--- src/rtl/riscv_fetch_if.sv ---
// Fetch-stage bus: instruction-memory request/response, decoder hand-off and redirect.
// The fetch unit uses the master view; the surrounding pipeline/memory uses the slave view.
interface riscv_fetch_if;
  logic        imem_req_valid;
  logic        imem_req_ready;
  logic [31:0] imem_req_addr;
  logic        imem_rsp_valid;
  logic [31:0] imem_rsp_data;
  logic        inst_valid;
  logic        inst_ready;
  logic [31:0] inst;
  logic [31:0] inst_pc;
  logic        redirect_valid;
  logic [31:0] redirect_pc;

  modport master (
    output imem_req_valid, imem_req_addr, inst_valid, inst, inst_pc,
    input  imem_req_ready, imem_rsp_valid, imem_rsp_data, inst_ready,
           redirect_valid, redirect_pc
  );

  modport slave (
    input  imem_req_valid, imem_req_addr, inst_valid, inst, inst_pc,
    output imem_req_ready, imem_rsp_valid, imem_rsp_data, inst_ready,
           redirect_valid, redirect_pc
  );
endinterface

--- src/rtl/riscv_fetch.sv ---
// Instruction fetch front end: PC generation, credit-limited imem requests, PC-tagged buffering.
// Optional sticky trap on misaligned redirect target: define RISCV_FETCH_MISALIGN_TRAP_EN.
module riscv_fetch #(
  parameter logic [31:0] RESET_PC   = 32'h0000_0000,
  parameter int unsigned FIFO_DEPTH = 2
) (
  input  logic          clk,
  input  logic          rst,
  riscv_fetch_if.master bus
`ifdef RISCV_FETCH_MISALIGN_TRAP_EN
  ,
  output logic          misalign_o
`endif
);
  localparam int PTR_W = $clog2(FIFO_DEPTH);
  localparam int CNT_W = $clog2(FIFO_DEPTH + 1);
  localparam logic [CNT_W:0] DEPTH_W = (CNT_W + 1)'(FIFO_DEPTH);

  typedef enum logic {RUN, DRAIN} state_t;

  state_t           state, state_next;
  logic [31:0]      fetch_pc;
  logic [31:0]      inst_mem  [FIFO_DEPTH];
  logic [31:0]      tag_mem   [FIFO_DEPTH];
  logic [31:0]      shadow_pc [FIFO_DEPTH];
  logic [PTR_W-1:0] head_ptr, tail_ptr, sh_head, sh_tail;
  logic [CNT_W-1:0] fifo_count, outstanding, discard;
  logic [CNT_W-1:0] outstanding_next, discard_next;
  logic [31:0]      redirect_target, rsp_tag;
  logic             flush, halt, credit_ok, req_valid, req_fire;
  logic             drop, push, pop, inst_valid;

`ifdef RISCV_FETCH_MISALIGN_TRAP_EN
  logic misalign;
  assign halt       = misalign;
  assign misalign_o = misalign;
`else
  logic unused_pc_bits;
  assign halt           = 1'b0;
  assign unused_pc_bits = ^bus.redirect_pc[1:0];
`endif
  assign redirect_target = {bus.redirect_pc[31:2], 2'b00};

  // Credit: in-flight plus buffered words never exceed the buffer, so a response always has a slot.
  assign flush     = bus.redirect_valid;
  assign credit_ok = ({1'b0, outstanding} + {1'b0, fifo_count}) < DEPTH_W;
  assign req_valid = !rst && !flush && !halt && credit_ok;
  assign req_fire  = req_valid && bus.imem_req_ready;

  assign drop       = bus.imem_rsp_valid && (flush || state == DRAIN);
  assign push       = bus.imem_rsp_valid && !drop;
  assign inst_valid = fifo_count != '0;
  assign pop        = inst_valid && bus.inst_ready && !flush;

  // A response with nothing previously outstanding belongs to this cycle's request.
  assign rsp_tag = (outstanding == '0) ? fetch_pc : shadow_pc[sh_head];

  assign outstanding_next = outstanding + CNT_W'(req_fire) - CNT_W'(bus.imem_rsp_valid);

  assign bus.imem_req_valid = req_valid;
  assign bus.imem_req_addr  = fetch_pc;
  assign bus.inst_valid     = inst_valid;
  assign bus.inst           = inst_valid ? inst_mem[head_ptr] : '0;
  assign bus.inst_pc        = inst_valid ? tag_mem[head_ptr]  : '0;

  // NOTE: every signal written here gets a default first so no latch is inferred.
  always_comb begin
    state_next   = state;
    discard_next = discard;
    if (flush) begin
      discard_next = outstanding_next;
      state_next   = (outstanding_next != '0) ? DRAIN : RUN;
    end else if (bus.imem_rsp_valid && state == DRAIN) begin
      discard_next = discard - CNT_W'(1);
      if (discard == CNT_W'(1)) state_next = RUN;
    end
  end

  // NOTE: state registers use non-blocking assignments so every flop samples pre-edge values.
  always_ff @(posedge clk) begin
    if (rst) begin
      state       <= RUN;
      fetch_pc    <= RESET_PC;
      head_ptr    <= '0;
      tail_ptr    <= '0;
      sh_head     <= '0;
      sh_tail     <= '0;
      fifo_count  <= '0;
      outstanding <= '0;
      discard     <= '0;
    end else begin
      state       <= state_next;
      discard     <= discard_next;
      outstanding <= outstanding_next;
      if (req_fire)           sh_tail <= sh_tail + PTR_W'(1);
      if (bus.imem_rsp_valid) sh_head <= sh_head + PTR_W'(1);
      if (flush) begin
        fetch_pc   <= redirect_target;
        head_ptr   <= '0;
        tail_ptr   <= '0;
        fifo_count <= '0;
      end else begin
        if (req_fire) fetch_pc <= fetch_pc + 32'd4;
        if (push)     tail_ptr <= tail_ptr + PTR_W'(1);
        if (pop)      head_ptr <= head_ptr + PTR_W'(1);
        fifo_count <= fifo_count + CNT_W'(push) - CNT_W'(pop);
      end
    end
  end

  // NOTE: storage arrays are not reset; pointers and counts alone say which entries are live.
  always_ff @(posedge clk) begin
    if (req_fire) shadow_pc[sh_tail] <= fetch_pc;
    if (push) begin
      inst_mem[tail_ptr] <= bus.imem_rsp_data;
      tag_mem[tail_ptr]  <= rsp_tag;
    end
  end

`ifdef RISCV_FETCH_MISALIGN_TRAP_EN
  always_ff @(posedge clk) begin
    if (rst)                                          misalign <= 1'b0;
    else if (flush && bus.redirect_pc[1:0] != 2'b00)  misalign <= 1'b1;
  end
`endif
endmodule

--- src/flat_wrapper.sv ---
// flat-port wrapper written by rule: the top's interface ports become plain ports
module riscv_fetch_flat 
#(
  parameter logic [31:0] RESET_PC   = 32'h0000_0000,
  parameter int unsigned FIFO_DEPTH = 2
)
  (clk, rst, bus_imem_req_valid, bus_imem_req_addr, bus_inst_valid, bus_inst, bus_inst_pc, bus_imem_req_ready, bus_imem_rsp_valid, bus_imem_rsp_data, bus_inst_ready, bus_redirect_valid, bus_redirect_pc);
  riscv_fetch_if bus_i ();
  input  logic clk;
  input  logic rst;
  output wire logic [$bits(bus_i.imem_req_valid)-1:0] bus_imem_req_valid;
  output wire logic [$bits(bus_i.imem_req_addr)-1:0] bus_imem_req_addr;
  output wire logic [$bits(bus_i.inst_valid)-1:0] bus_inst_valid;
  output wire logic [$bits(bus_i.inst)-1:0] bus_inst;
  output wire logic [$bits(bus_i.inst_pc)-1:0] bus_inst_pc;
  input wire logic [$bits(bus_i.imem_req_ready)-1:0] bus_imem_req_ready;
  input wire logic [$bits(bus_i.imem_rsp_valid)-1:0] bus_imem_rsp_valid;
  input wire logic [$bits(bus_i.imem_rsp_data)-1:0] bus_imem_rsp_data;
  input wire logic [$bits(bus_i.inst_ready)-1:0] bus_inst_ready;
  input wire logic [$bits(bus_i.redirect_valid)-1:0] bus_redirect_valid;
  input wire logic [$bits(bus_i.redirect_pc)-1:0] bus_redirect_pc;
  assign bus_imem_req_valid = bus_i.imem_req_valid;
  assign bus_imem_req_addr = bus_i.imem_req_addr;
  assign bus_inst_valid = bus_i.inst_valid;
  assign bus_inst = bus_i.inst;
  assign bus_inst_pc = bus_i.inst_pc;
  assign bus_i.imem_req_ready = bus_imem_req_ready;
  assign bus_i.imem_rsp_valid = bus_imem_rsp_valid;
  assign bus_i.imem_rsp_data = bus_imem_rsp_data;
  assign bus_i.inst_ready = bus_inst_ready;
  assign bus_i.redirect_valid = bus_redirect_valid;
  assign bus_i.redirect_pc = bus_redirect_pc;
  riscv_fetch #(.RESET_PC(RESET_PC), .FIFO_DEPTH(FIFO_DEPTH)) u_core (.clk(clk), .rst(rst), .bus(bus_i));
endmodule
--- config.mk ---
export PLATFORM = sky130hd
export DESIGN_NAME = riscv_fetch_flat
export DESIGN_NICKNAME = d
export VERILOG_FILES = /design/src/rtl/riscv_fetch_if.sv /design/src/rtl/riscv_fetch.sv /design/src/flat_wrapper.sv
export SDC_FILE = /design/constraint.sdc
export NUM_CORES = 1
export LEC_CHECK = 0
export BUFFER_PORTS_ARGS = -buffer_cell sky130_fd_sc_hd__buf_4
export CAP_MARGIN = 0
export CELL_PAD_IN_SITES_DETAIL_PLACEMENT = 1
export CELL_PAD_IN_SITES_GLOBAL_PLACEMENT = 2
export CORE_ASPECT_RATIO = 1.25
export CORE_MARGIN = 3
export CORE_UTILIZATION = 38
export CTS_CLUSTER_SIZE = 40
export DETAILED_ROUTE_END_ITERATION = 12
export PLACE_DENSITY_LB_ADDON = 0.1
export SLEW_MARGIN = 20
export SYNTH_ARGS = -nofsm -noshare
export SYNTH_HDL_FRONTEND = slang
export SYNTH_SLANG_ARGS = --single-unit
--- constraint.sdc ---
create_clock -name clk -period 6.1 [get_ports clk]
set_input_delay 1.22 -clock clk [delete_from_list [all_inputs] [get_ports clk]]
set_output_delay 1.22 -clock clk [all_outputs]
set_load 0.02 [all_outputs]
=== Word level (Yosys, flattened, before mapping) ===
Memories as Yosys holds them, arrays and structs flattened. A register that Yosys moved wholly into a read port is not among the register bits.
Cells that the tools add are included.

* Input port bits: 70
* Bits in registers: 43
* Memories: 3
* Word-level logic and storage cells: 67
* Output and inout port bits: 98
* Bits in writable memories: 192

* $add $sub $neg: 11
* Muxes and demuxes: 21
* Order comparisons: 1
* Equality and inequality tests: 1
* Reductions and logical operators: 20

{| class="wikitable"
|+ Memory list
! memory !! words !! bits a word !! rd ports !! clocked after memory_dff !! wr ports !! line !! text
|-
| u_core.inst_mem || 2 || 32 || 1 || 1 || 1 || riscv_fetch.sv:23 || <nowiki>logic [31:0] inst_mem [FIFO_DEPTH];</nowiki>
|-
| u_core.shadow_pc || 2 || 32 || 1 || 1 || 1 || riscv_fetch.sv:25 || <nowiki>logic [31:0] shadow_pc [FIFO_DEPTH];</nowiki>
|-
| u_core.tag_mem || 2 || 32 || 1 || 1 || 1 || riscv_fetch.sv:24 || <nowiki>logic [31:0] tag_mem [FIFO_DEPTH];</nowiki>
|}

{| class="wikitable"
|+ Operators with widths
! cell !! count
|-
| 32-bit two-way mux || 5
|-
| 32-bit by 3-bit adder with 32-bit output, second input constant || 1
|-
| 1-bit two-way mux || 14
|-
| 2-bit nonzero test || 5
|-
| 1-bit logical AND || 8
|-
| 1-bit adder, second input constant || 4
|-
| 2-bit by 1-bit adder with 2-bit output || 2
|-
| 2-bit two-way mux || 2
|-
| 2-bit by 1-bit subtractor with 2-bit output || 2
|-
| 2-bit by 2-bit adder with 3-bit output || 1
|-
| 1-bit zero test || 3
|-
| 3-bit by 2-bit less-than comparator with 1-bit output, second input constant || 1
|-
| 2-bit by 1-bit == test with 1-bit output, second input constant || 1
|-
| 2-bit zero test || 1
|-
| 2-bit AND reduction || 1
|-
| 2-bit OR reduction || 1
|-
| 2-bit by 1-bit subtractor with 2-bit output, second input constant || 1
|-
| 1-bit logical OR || 1
|}

=== Longest topological paths before layout ===
Gate-level depths: netlist (run 1).

* Word-level depth: 9
* Depth in mapped cells: 11
* Gate-level depth less buffers: 10

=== Worst setup path before layout (run 1) ===
OpenSTA, ideal clock, no wires.

* Path type: input to register
* Start point: input bus_redirect_valid
* End point: memory u_core.inst_mem[0][0], enable pin
* Required time: 5.610 ns
* Data arrival time: 4.397 ns
* Setup time: 0.490 ns
* Path slack: 1.214 ns
* Buffers on the path: 0
* Stages: 2
* Cells stage by stage: nor3b_1 > nor2b_1

* Longest elaborated chain between the ends: 6

{| class="wikitable"
|+ Ends and longest elaborated chain
! element !! line !! text
|-
| from (decl) || flat_wrapper.sv:20 || <nowiki>input wire logic [$bits(bus_i.redirect_valid)-1:0] bus_redirect_valid;</nowiki>
|-
| 1-bit logical OR || riscv_fetch.sv:50 || <nowiki>assign drop = bus.imem_rsp_valid && (flush || state == DRAIN);</nowiki>
|-
| 1-bit logical AND || riscv_fetch.sv:50 ||
|-
| 1-bit zero test || riscv_fetch.sv:51 || <nowiki>assign push = bus.imem_rsp_valid && !drop;</nowiki>
|-
| 1-bit logical AND || riscv_fetch.sv:51 ||
|-
| 1-bit two-way mux || riscv_fetch.sv:114 || <nowiki>if (push) begin</nowiki>
|-
| 1-bit two-way mux (implied by the code) || riscv_fetch.sv:115 || <nowiki>inst_mem[tail_ptr] <= bus.imem_rsp_data;</nowiki>
|-
| to (decl) || riscv_fetch.sv:23 ||
|}

No other way between the ends.

==> impl_metrics.json, run 1 <==
{
  "final_nets": 953,
  "fin_crit_sh": 0.5912,
  "p_sw_uw": 883.3,
  "dpl_cell_area_um2": 10960,
  "final_util": 0.4888,
  "crit_top_cell": "buf_4",
  "grt_pass1_vias": 6815,
  "finalWeightedCongestion": 0.7991,
  "dr.pass1.iters": 5,
  "core_area_um2": 24120,
  "rsz0062_at_grt": "false",
  "ir_worst_vdd_v": 0.0001741,
  "synth-edff-count": 184,
  "hp-class": "reg2reg",
  "syn_avg_cell_area_um2": 12.99,
  "rows": 63,
  "grt_max_degree": 64,
  "grt_first_pass_wirelength_um": 37150,
  "critPathLaunchType": "flip-flop",
  "end_kind": "primary output",
  "finalCriticalPeriod_ns": 3.606,
  "routed_wl_um": 23160,
  "hold_viol_final": 0,
  "combPwrFrac": 0.104,
  "seq_area_frac_synth": 0.6752,
  "grt_antenna_before_repair": 0,
  "die_width_um": 147.1,
  "ys_ff_latch": 227,
  "max_stage_delay_ns": 0.70,
  "cpMaxStageDelayCell": "dfxtp_4",
  "tightest_slew_ns": 1.060,
  "worstPathCellList": "buf_4 > mux2i_1 > nor2_1 > buf_4",
  "numCtsBuffers": 23,
  "clock-sinks": 227,
  "clk_latency_ns": 0.51,
  "outcome": "completed",
  "clkTransAtPathRegs_ns": 0.06,
  "critPathKind": "reg2out",
  "hpwlAfterDp_um": 15500,
  "routedWlPerCell_um": 19.02,
  "leakagePower_uw": 0.004238,
  "cts_buffer_depth": 3,
  "clockPowerShare": 0.406,
  "antenna_left": 0,
  "power_density_nw_per_um2": 319.3,
  "finalSetupTns_ns": 0,
  "cts_resized": 0,
  "netlist_area_um2": 9458,
  "internal_power_uw": 2882,
  "seqPwrFrac": 0.490,
  "num_vias": 6221,
  "ioPinCount": 168,
  "setup_viol": 0,
  "overflow": 0,
  "p_sw_frac": 0.2346,
  "syn_inst": 728,
  "pre_cts_slack_ns": 2.110,
  "initial_utilization": 0.3921,
  "post_cts_buffers": 0,
  "fmax_ghz": 0.2773,
  "finalClockSkew_ns": 0.01338,
  "timing.slew.headroom": 0.2933,
  "cts_tree": "done",
  "drtIter0Drc": 302,
  "synthArstFlopShare": 0,
  "drc": 0,
  "drive_gt1_frac": 0.2452,
  "path_max_fanout": 32,
  "final_area_um2": 11790,
  "die_area_um2": 26830,
  "area_delta_synth_final_pct": 24.66,
  "diodes": 0,
  "crit_arrival_ns": 2.39,
  "hold_buffers": 0,
  "clock-root-buffer": "clkbuf_16",
  "die_y_um": 182.4,
  "ys_types": 51,
  "maxCapViolations": 0,
  "path_buf_inv": 2,
  "cts_htree_levels": 1,
  "drv_slew": 0,
  "yosysWarnings": 0,
  "viasPerCell": 5.108,
  "grtUsageTotal": 0.1720,
  "critical-path-top-delay-family": "buffers and inverters",
  "ys.flop_type": "edfxtp_1",
  "required_ns": 4.88,
  "port_buffers": 161,
  "finalWorstSetupSlack_ns": 2.494
}
## cell usage in the layout (no fill, tap or decap), types with 3 or more instances in the layout
cell type	n
a211oi_1	6
a21oi_1	46
a22oi_1	5
a31oi_1	10
a32oi_1	3
and2_1	5
and3_1	7
buf_4	168
bufinv_16	6
clkbuf_16	23
clkinv_1	3
clkinv_2	4
conb_1	4
dfxtp_1	41
edfxtp_1	184
ha_1	6
inv_1	10
mux2i_1	92
nand2_1	26
nand3_1	16
nand4_1	12
nor2_1	125
nor3_1	10
nor4_1	3
o21ai_0	9
o22ai_1	6
xnor2_1	8
xor2_1	12
## per-stage QoR
step,power (µW),cells,hold slack [ns]
floorplan,2107,731,0.4799
global placement,2253,1176,0.5015
detailed placement,2274,1176,0.5078
CTS,3823,1218,0.5254
global route,3937,1218,0.5701
finish,3765,1218,0.5224
## synthesized netlist by cell type, types with 4 or more instances
cell | instances | share of area
a211oi_1 | 6 | 0.0048
a21oi_1 | 46 | 0.024
a22oi_1 | 5 | 0.0040
a31oi_1 | 10 | 0.0066
and2_1 | 6 | 0.0040
and3_1 | 7 | 0.0046
buf_1 | 5 | 0.0020
buf_4 | 4 | 0.0032
clkbuf_1 | 36 | 0.014
dfxtp_1 | 43 | 0.091
edfxtp_1 | 184 | 0.58
ha_1 | 6 | 0.0079
inv_1 | 10 | 0.0040
mux2i_1 | 92 | 0.097
nand2_1 | 26 | 0.010
nand3_1 | 16 | 0.0085
nand4_1 | 12 | 0.0079
nor2_1 | 127 | 0.050
nor3_1 | 10 | 0.0053
o21ai_0 | 9 | 0.0048
o22ai_1 | 6 | 0.0040
xnor2_1 | 8 | 0.0074
xor2_1 | 12 | 0.011
## metal layers
metal / up-vias / routed length, µm / GRT usage
li1: 2963 / - / -
met1: 3019 / 9456 / 0.2128
met2: 194 / 11750 / 0.3033
met3: 45 / 1318 / 0.03502
met4: 0 / 639 / 0.05334
met5: - / 0 / 0
## state kept, by name, indices dropped and copies added, names as in the netlist, named ones only
signal and flops:
u_core.sh_tail 1, u_core.tag_mem 60, u_core.outstanding 2, u_core.shadow_pc 60, u_core.fifo_count 2, u_core.head_ptr 1
u_core.inst_mem 64, u_core.sh_head 1, u_core.tail_ptr 1, u_core.discard 2, u_core.state 1, u_core.bus.imem_req_addr 30
## cells by family after synthesis
logic type	synth area share
flip-flops	0.6752
AND/OR/NAND/NOR	0.1082
AO/OA/AOI/OAI	0.06059
multiplexers	0.1009
buffers and inverters	0.02606
XOR/XNOR	0.01852
adder cells (fa/ha/maj)	0.01005
other	0.0003965
## tightest hold or removal path: stages, from the launching register on
cell and delay (ns):
dfxtp_1 0.32, xnor2_1 0.08, nor2_1 0.08
## final cells by class
type                       instances  area (µm²)
fill                            2505       12330
clock inverter                    17       249.0
inverter                          11       41.29
tap                              325       406.6
clock buffer                      25       583.1
sequential                       227        6391
timing repair buffer             168        1261
multi-input combinational        445        2858
## path summary, 6_finish.rpt
kind | from | depth (start not counted) | end | slack (ns)
worst max-delay path | flip-flop | 4 | bus_inst[31] | 2.49
worst max register to register | u_core.fifo_count[0]$_SDFF_PP0_ | 11 | u_core.discard[1]$_SDFFE_PP0P_ | 2.81
worst min register to register | u_core.sh_head$_SDFFE_PP0P_ | 2 | flip-flop | 0.52
worst min-delay path | u_core.sh_head$_SDFFE_PP0P_ | 2 | flip-flop | 0.52
## power groups by stage
stage	clock (µW)	sequential, µW	combinational, µW
global placement	0	1870	381
finish	1530	1840	392
detailed placement	0	1880	397
global route	1640	1850	441
floorplan	0	1860	246
CTS	1580	1840	402
Note: power is estimated with default switching activity, not from simulation.
==> run 2, diff against run 1 <==
--- a/config.mk
+++ b/config.mk
@@ -5,13 +5,14 @@
 export SDC_FILE = /design/constraint.sdc
 export NUM_CORES = 1
 export LEC_CHECK = 0
+export ABC_AREA = 1
 export BUFFER_PORTS_ARGS = -buffer_cell sky130_fd_sc_hd__buf_4
 export CAP_MARGIN = 0
 export CELL_PAD_IN_SITES_DETAIL_PLACEMENT = 1
 export CELL_PAD_IN_SITES_GLOBAL_PLACEMENT = 2
 export CORE_ASPECT_RATIO = 1.25
 export CORE_MARGIN = 3
-export CORE_UTILIZATION = 38
+export CORE_UTILIZATION = 35
 export CTS_CLUSTER_SIZE = 40
 export DETAILED_ROUTE_END_ITERATION = 12
 export PLACE_DENSITY_LB_ADDON = 0.1
==> constraint.sdc (replaced) <==
create_clock -name clk -period 3.42 [get_ports clk]
set_input_delay 0.684 -clock clk [delete_from_list [all_inputs] [get_ports clk]]
set_output_delay 0.684 -clock clk [all_outputs]
set_load 0.02 [all_outputs]
==> run 2 against run 1 <==
Compared with the run above:
- design area is 4.9% higher
- non-clock buffer count is 9 higher
- hold slack worse by 0.17 ns
- utilization is 4.3 points lower
- via count is 17% higher
- synthesized area is 4.5% higher
- highest routed layer unchanged
- final cell count is 25% higher
- worst setup slack worse by 1.8 ns
- sequential cell count stayed put
==> impl_metrics.json, run 2 <==
{
  "synth.most_common_cell": "nand2_1",
  "regMostFlops": "u_core.inst_mem",
  "seq_area_frac_synth": 0.6460,
  "reg_top3": "u_core.inst_mem (64), u_core.shadow_pc (60), u_core.tag_mem (60)",
  "viasPerCell": 4.798,
  "routed_wl_um": 26620,
  "finalClockSkew_ns": 0.01850,
  "setup_viol": 0,
  "leakagePower_uw": 0.004843,
  "cpMaxStageDelayCell": "inv_2",
  "crit_arrival_ns": 2.03,
  "grtUsageTotal": 0.1725,
  "drive_gt1_frac": 0.2132,
  "synthArstFlopShare": 0,
  "drv_slew": 0,
  "core_area_um2": 27740,
  "final_cell_mix": "nand2_1 (299), edfxtp_1 (184), buf_4 (173), inv_1 (94), a21oi_1 (88)",
  "ys.flop_type": "edfxtp_1",
  "dpl.cell_count": 1473,
  "end_kind": "primary output",
  "fmax_ghz": 0.3681,
  "drc": 0,
  "fin_cells": 1518,
  "layout_commonest_cell": "nand2_1",
  "antenna_left": 0,
  "hp-class": "in2reg",
  "syn_inst": 989,
  "grt_pass1_vias": 7516,
  "overflow": 0,
  "clock-sinks": 227,
  "holdWs_ns": 0.3554,
  "ys_ff_latch": 227,
  "grt_antenna_before_repair": 0,
  "die_width_um": 156.3,
  "r2r_slack_ns": 1.16,
  "cts_resized": 0,
  "critPathLaunchType": "flip-flop",
  "critPathKind": "reg2out",
  "finalWeightedCongestion": 0.8078,
  "ioPinCount": 168,
  "largest_reg_flops": 64,
  "grt_max_degree": 63,
  "power_density_nw_per_um2": 548.4,
  "tightest_slew_ns": 0.9869,
  "rows": 68,
  "fillers": 3115,
  "synth_top_cell_by_area": "edfxtp_1",
  "fin_crit_sh": 0.7943,
  "numCtsBuffers": 25,
  "yosysWarnings": 0,
  "timing.slew.headroom": 0.3411,
  "num_vias": 7283,
  "hpwlAfterDp_um": 18110,
  "ir_worst_vdd_v": 0.0003573,
  "yosys-top-cells-count": "nand2_1 (299), edfxtp_1 (184), inv_1 (94)",
  "die_area_um2": 30310,
  "clock-root-buffer": "clkbuf_16",
  "crit_top_cell": "buf_4",
  "routedWlPerCell_um": 17.54,
  "yosysTopAreaCellShare": 0.5589,
  "dr.pass1.iters": 6,
  "required_ns": 2.74,
  "maxCapViolations": 0,
  "initial_utilization": 0.3564,
  "post_cts_buffers": 0,
  "port_buffers": 161,
  "hold_path_startpoint": "bus_imem_rsp_data[12]",
  "min_to": "u_core.inst_mem[1][12]$_DFFE_PP_",
  "ys_types": 35,
  "max_stage_delay_ns": 0.36,
  "grt_first_pass_wirelength_um": 41570,
  "clk_latency_ns": 0.52,
  "syn_avg_cell_area_um2": 9.996,
  "hold_viol_final": 0,
  "final_nets": 1227,
  "synthTopCellsByArea": "edfxtp_1 (56%), nand2_1 (11%), dfxtp_1 (8.7%)",
  "area_delta_synth_final_pct": 25.14,
  "path_max_fanout": 24,
  "die_y_um": 193.9,
  "finalCriticalPeriod_ns": 2.717,
  "hold_buffers": 0,
  "diodes": 0,
  "synth-edff-count": 184,
  "finalSetupTns_ns": 0,
  "rsz0062_at_grt": "false",
  "whs_path_depth": 1,
  "cts_buffer_depth": 3,
  "worstPathCellList": "inv_2 > buf_4 > nand2_1 > a21oi_1 > buf_4",
  "outcome": "completed",
  "r2r_cells": 11,
  "cts_htree_levels": 1,
  "cts_tree": "done",
  "clkTransAtPathRegs_ns": 0.06,
  "r2r_start": "u_core.fifo_count[0]$_SDFF_PP0_",
  "netlist_area_um2": 9886,
  "drtIter0Drc": 344,
  "r2r-end": "u_core.state$_SDFFE_PP0P_"
}
-- run 2: stage by stage --
stage	total power, µW	instance area [µm²]	worst slack (ns)	util
5_1_grt	7086	12370	0.5367	0.4460
6_report	6784	12370	0.7034	0.4460
3_5_place_dp	4096	11520	0.9502	0.4155
3_3_place_gp	4069	11520	0.9557	0.4155
4_1_cts	6882	12370	0.5903	0.4460
2_1_floorplan	3760	9902	0.1249	-
-- run 2: routing by layer --
layer | global-route usage | share of wire | vias up
met2 | 0.2987 | 0.49 | 145
met5 | 0 | 0 | -
met3 | 0.01965 | 0.035 | 36
met4 | 0.03990 | 0.021 | 0
li1 | - | - | 3635
met1 | 0.2316 | 0.45 | 3467
-- run 2: how the worst max path moves through the flow --
stage / cells after the start / slack [ns] / start / to
after floorplan: 4 / 0.12 / bus_redirect_valid / u_core.inst_mem[1][0]$_DFFE_PP_
after global placement: 6 / 0.96 / bus_redirect_valid / u_core.inst_mem[0][5]$_DFFE_PP_
after detailed placement: 6 / 0.95 / bus_redirect_valid / u_core.tag_mem[0][26]$_DFFE_PP_
after CTS: 5 / 0.59 / flip-flop / bus_inst_pc[22]
after global routing: 4 / 0.54 / flip-flop / bus_inst_pc[22]
final: 5 / 0.70 / flip-flop / bus_inst_pc[22]
-- run 2: final cells by class --
class,instances,area [µm²],share of cell area
sequential,227,6387,0.5163
multi-input combinational,622,2954,0.2388
timing repair buffer,177,1379,0.1115
clock buffer,27,633.1,0.05118
tap,350,437.9,0.03540
inverter,97,365.4,0.02953
clock inverter,18,214.0,0.01730
-- run 2: cell families (layout without fill, tap and decap cells) --
| family | after synthesis | count (layout) | share of synthesized area |
|---|---|---|---|
| buffers and inverters | 143 | 319 | 0.05911 |
| and+or+nand+nor | 431 | 431 | 0.1839 |
| other | 1 | 4 | 0.0003793 |
| DFF | 227 | 227 | 0.6460 |
| xor gates and xnor gates | 7 | 7 | 0.006202 |
| AOI/OAI and AO/OA | 173 | 173 | 0.09480 |
| adders and majority gates | 7 | 7 | 0.009619 |
-- run 2: where the power goes --
| group | internal (µW) | switching, µW | total [µW] |
|---|---|---|---|
| Sequential | 3180 | 94.8 | 3270 |
| Combinational | 266 | 487 | 754 |
| Clock | 1650 | 1110 | 2760 |
-- run 2: worst max-delay path, delay by kind of cell (launching register included) --
kind                   cells  cell delay [ns]
flip-flops                 1             0.33
AO/OA/AOI/OAI              1             0.23
buffers and inverters      3             0.87
AND/OR/NAND/NOR            1             0.08
==> run 3, diff against run 2 <==
==> constraint.sdc (replaced) <==
create_clock -name clk -period 2.8 [get_ports clk]
set_input_delay 0.56 -clock clk [delete_from_list [all_inputs] [get_ports clk]]
set_output_delay 0.56 -clock clk [all_outputs]
set_load 0.02 [all_outputs]
==> run 3 against run 2 <==
Compared with the run above:
- wire length is 0.93% lower
- clock skew is 0.010 ns lower
- design area is 0.20% lower
- clock power is 11% higher
==> impl_metrics.json, run 3 (same netlist as run 2, synthesis figures left out) <==
{
  "combPwrFrac": 0.117,
  "port_buffers": 161,
  "drv_slew": 0,
  "viasPerCell": 4.843,
  "power_density_nw_per_um2": 647.5,
  "routed_wl_um": 26380,
  "regMostFlops": "u_core.inst_mem",
  "numCtsBuffers": 25,
  "outcome": "completed",
  "die_area_um2": 30310,
  "p_sw_uw": 1987,
  "holdWs_ns": 0.2272,
  "cts_htree_levels": 1,
  "hold_viol_final": 0,
  "fillers": 3154,
  "cts_tree": "done",
  "critPathKind": "reg2out",
  "clockPowerShare": 0.385,
  "leakagePower_uw": 0.004847,
  "cts_buffer_depth": 3,
  "grt_antenna_before_repair": 0,
  "r2r_start": "u_core.fifo_count[0]$_SDFF_PP0_",
  "diodes": 0,
  "overflow": 0,
  "ioPinCount": 168,
  "area_delta_synth_final_pct": 24.88,
  "dr.pass1.iters": 4,
  "max_stage_delay_ns": 0.40,
  "hold_buffers": 0,
  "setup_viol": 0,
  "grt_first_pass_wirelength_um": 41300,
  "tightest_slew_ns": 0.5663,
  "maxCapViolations": 0,
  "r2r-end": "u_core.discard[1]$_SDFFE_PP0P_",
  "drtIter0Drc": 352,
  "r2r_cells": 11,
  "seqPwrFrac": 0.498,
  "drc": 0,
  "crit_top_cell": "buf_4",
  "cts_resized": 0,
  "final_cell_mix": "nand2_1 (299), edfxtp_1 (184), buf_4 (177), inv_1 (94), a21oi_1 (88)",
  "endpoint": "bus_inst_pc[22]",
  "antenna_left": 0,
  "initial_utilization": 0.3564,
  "required_ns": 2.24,
  "hpwlAfterDp_um": 18600,
  "clk_latency_ns": 0.51,
  "cpMaxStageDelayCell": "dfxtp_2",
  "p_sw_frac": 0.2485,
  "critPathLaunchType": "flip-flop",
  "die_width_um": 156.3,
  "post_cts_buffers": 0,
  "largest_reg_flops": 64,
  "fin_crit_sh": 0.8647,
  "clock-sinks": 227,
  "core_area_um2": 27740,
  "finalClockSkew_ns": 0.008455,
  "grtUsageTotal": 0.1700,
  "hp-class": "in2reg",
  "pre_cts_slack_ns": 0.4682,
  "drive_gt1_frac": 0.2129,
  "finalWorstSetupSlack_ns": 0.3787,
  "die_y_um": 193.9,
  "num_vias": 7381,
  "r2r_slack_ns": 0.53,
  "finalWeightedCongestion": 0.7760,
  "path_max_fanout": 34,
  "finalCriticalPeriod_ns": 2.421,
  "grt_max_degree": 63,
  "rows": 68,
  "clkTransAtPathRegs_ns": 0.06,
  "fmax_ghz": 0.4130,
  "routedWlPerCell_um": 17.31,
  "worstPathCellList": "inv_2 > buf_4 > nand2_1 > a21oi_1 > buf_4",
  "end_kind": "primary output",
  "rsz0062_at_grt": "false",
  "timing.slew.headroom": 0.6224,
  "crit_arrival_ns": 1.86,
  "grt_pass1_vias": 7583,
  "reg_top3": "u_core.inst_mem (64), u_core.shadow_pc (60), u_core.tag_mem (60)",
  "internal_power_uw": 6007,
  "layout_commonest_cell": "nand2_1",
  "clock-root-buffer": "clkbuf_16",
  "ir_worst_vdd_v": 0.0003950,
  "final_nets": 1232
}
-- run 3: worst min-delay path by stage --
stage	start	to	slack [ns]	cells past startpoint
floorplan	u_core.head_ptr$_SDFFE_PP0P_	flip-flop	0.45	2
global placement	u_core.head_ptr$_SDFFE_PP0P_	u_core.head_ptr$_SDFFE_PP0P_	0.46	2
detailed placement	u_core.head_ptr$_SDFFE_PP0P_	u_core.head_ptr$_SDFFE_PP0P_	0.48	2
CTS	bus_imem_rsp_data[8]	u_core.inst_mem[0][8]$_DFFE_PP_	0.20	1
global route	bus_imem_rsp_data[7]	u_core.inst_mem[1][7]$_DFFE_PP_	0.20	1
finish	bus_imem_rsp_data[7]	u_core.inst_mem[0][7]$_DFFE_PP_	0.23	1
-- run 3: cell type report --
| cell class | count | area [µm²] | area share |
|---|---|---|---|
| Clock buffer | 34 | 679.4 | 0.05503 |
| Clock inverter | 12 | 92.59 | 0.007500 |
| Inverter | 97 | 365.4 | 0.02959 |
| Multi-Input combinational cell | 622 | 2954 | 0.2393 |
| Sequential cell | 227 | 6387 | 0.5174 |
| Tap cell | 350 | 437.9 | 0.03547 |
| Timing Repair Buffer | 182 | 1429 | 0.1157 |
-- run 3: per-layer routing --
metal | GRT usage | routed length (µm)
met3 | 0.02411 | 1002
met5 | 0 | 0
met1 | 0.2271 | 12020
met4 | 0.03244 | 373
met2 | 0.2958 | 12980
-- run 3: metrics by stage --
stage          instance area, µm²    util  TNS (ns)  power (µW)  cells
4_1_cts                     12350  0.4451         0        8119   1524
5_1_grt                     12350  0.4451         0        8351   1524
2_1_floorplan                9907       -    -45.01        4593    992
3_3_place_gp                11570  0.4173         0        4978   1478
3_5_place_dp                11570  0.4173         0        5008   1478
6_report                    12350  0.4451         0        7993   1524
-- run 3: power groups by stage --
| stage | Combinational (µW) | Sequential, µW | Clock (µW) |
|---|---|---|---|
| floorplan | 536 | 4060 | 0 |
| finish | 935 | 3980 | 3070 |
| global route | 1050 | 4000 | 3300 |
| detailed placement | 950 | 4060 | 0 |
| CTS | 956 | 3990 | 3180 |
| global placement | 927 | 4050 | 0 |
-- run 3: worst max-delay path, delay by kind of cell, from the launching register on --
family / cells / cell delay (ns)
buffers and inverters: 3 / 0.62
flip-flops: 1 / 0.40
AO/OA/AOI/OAI: 1 / 0.22
AND/OR/NAND/NOR: 1 / 0.10
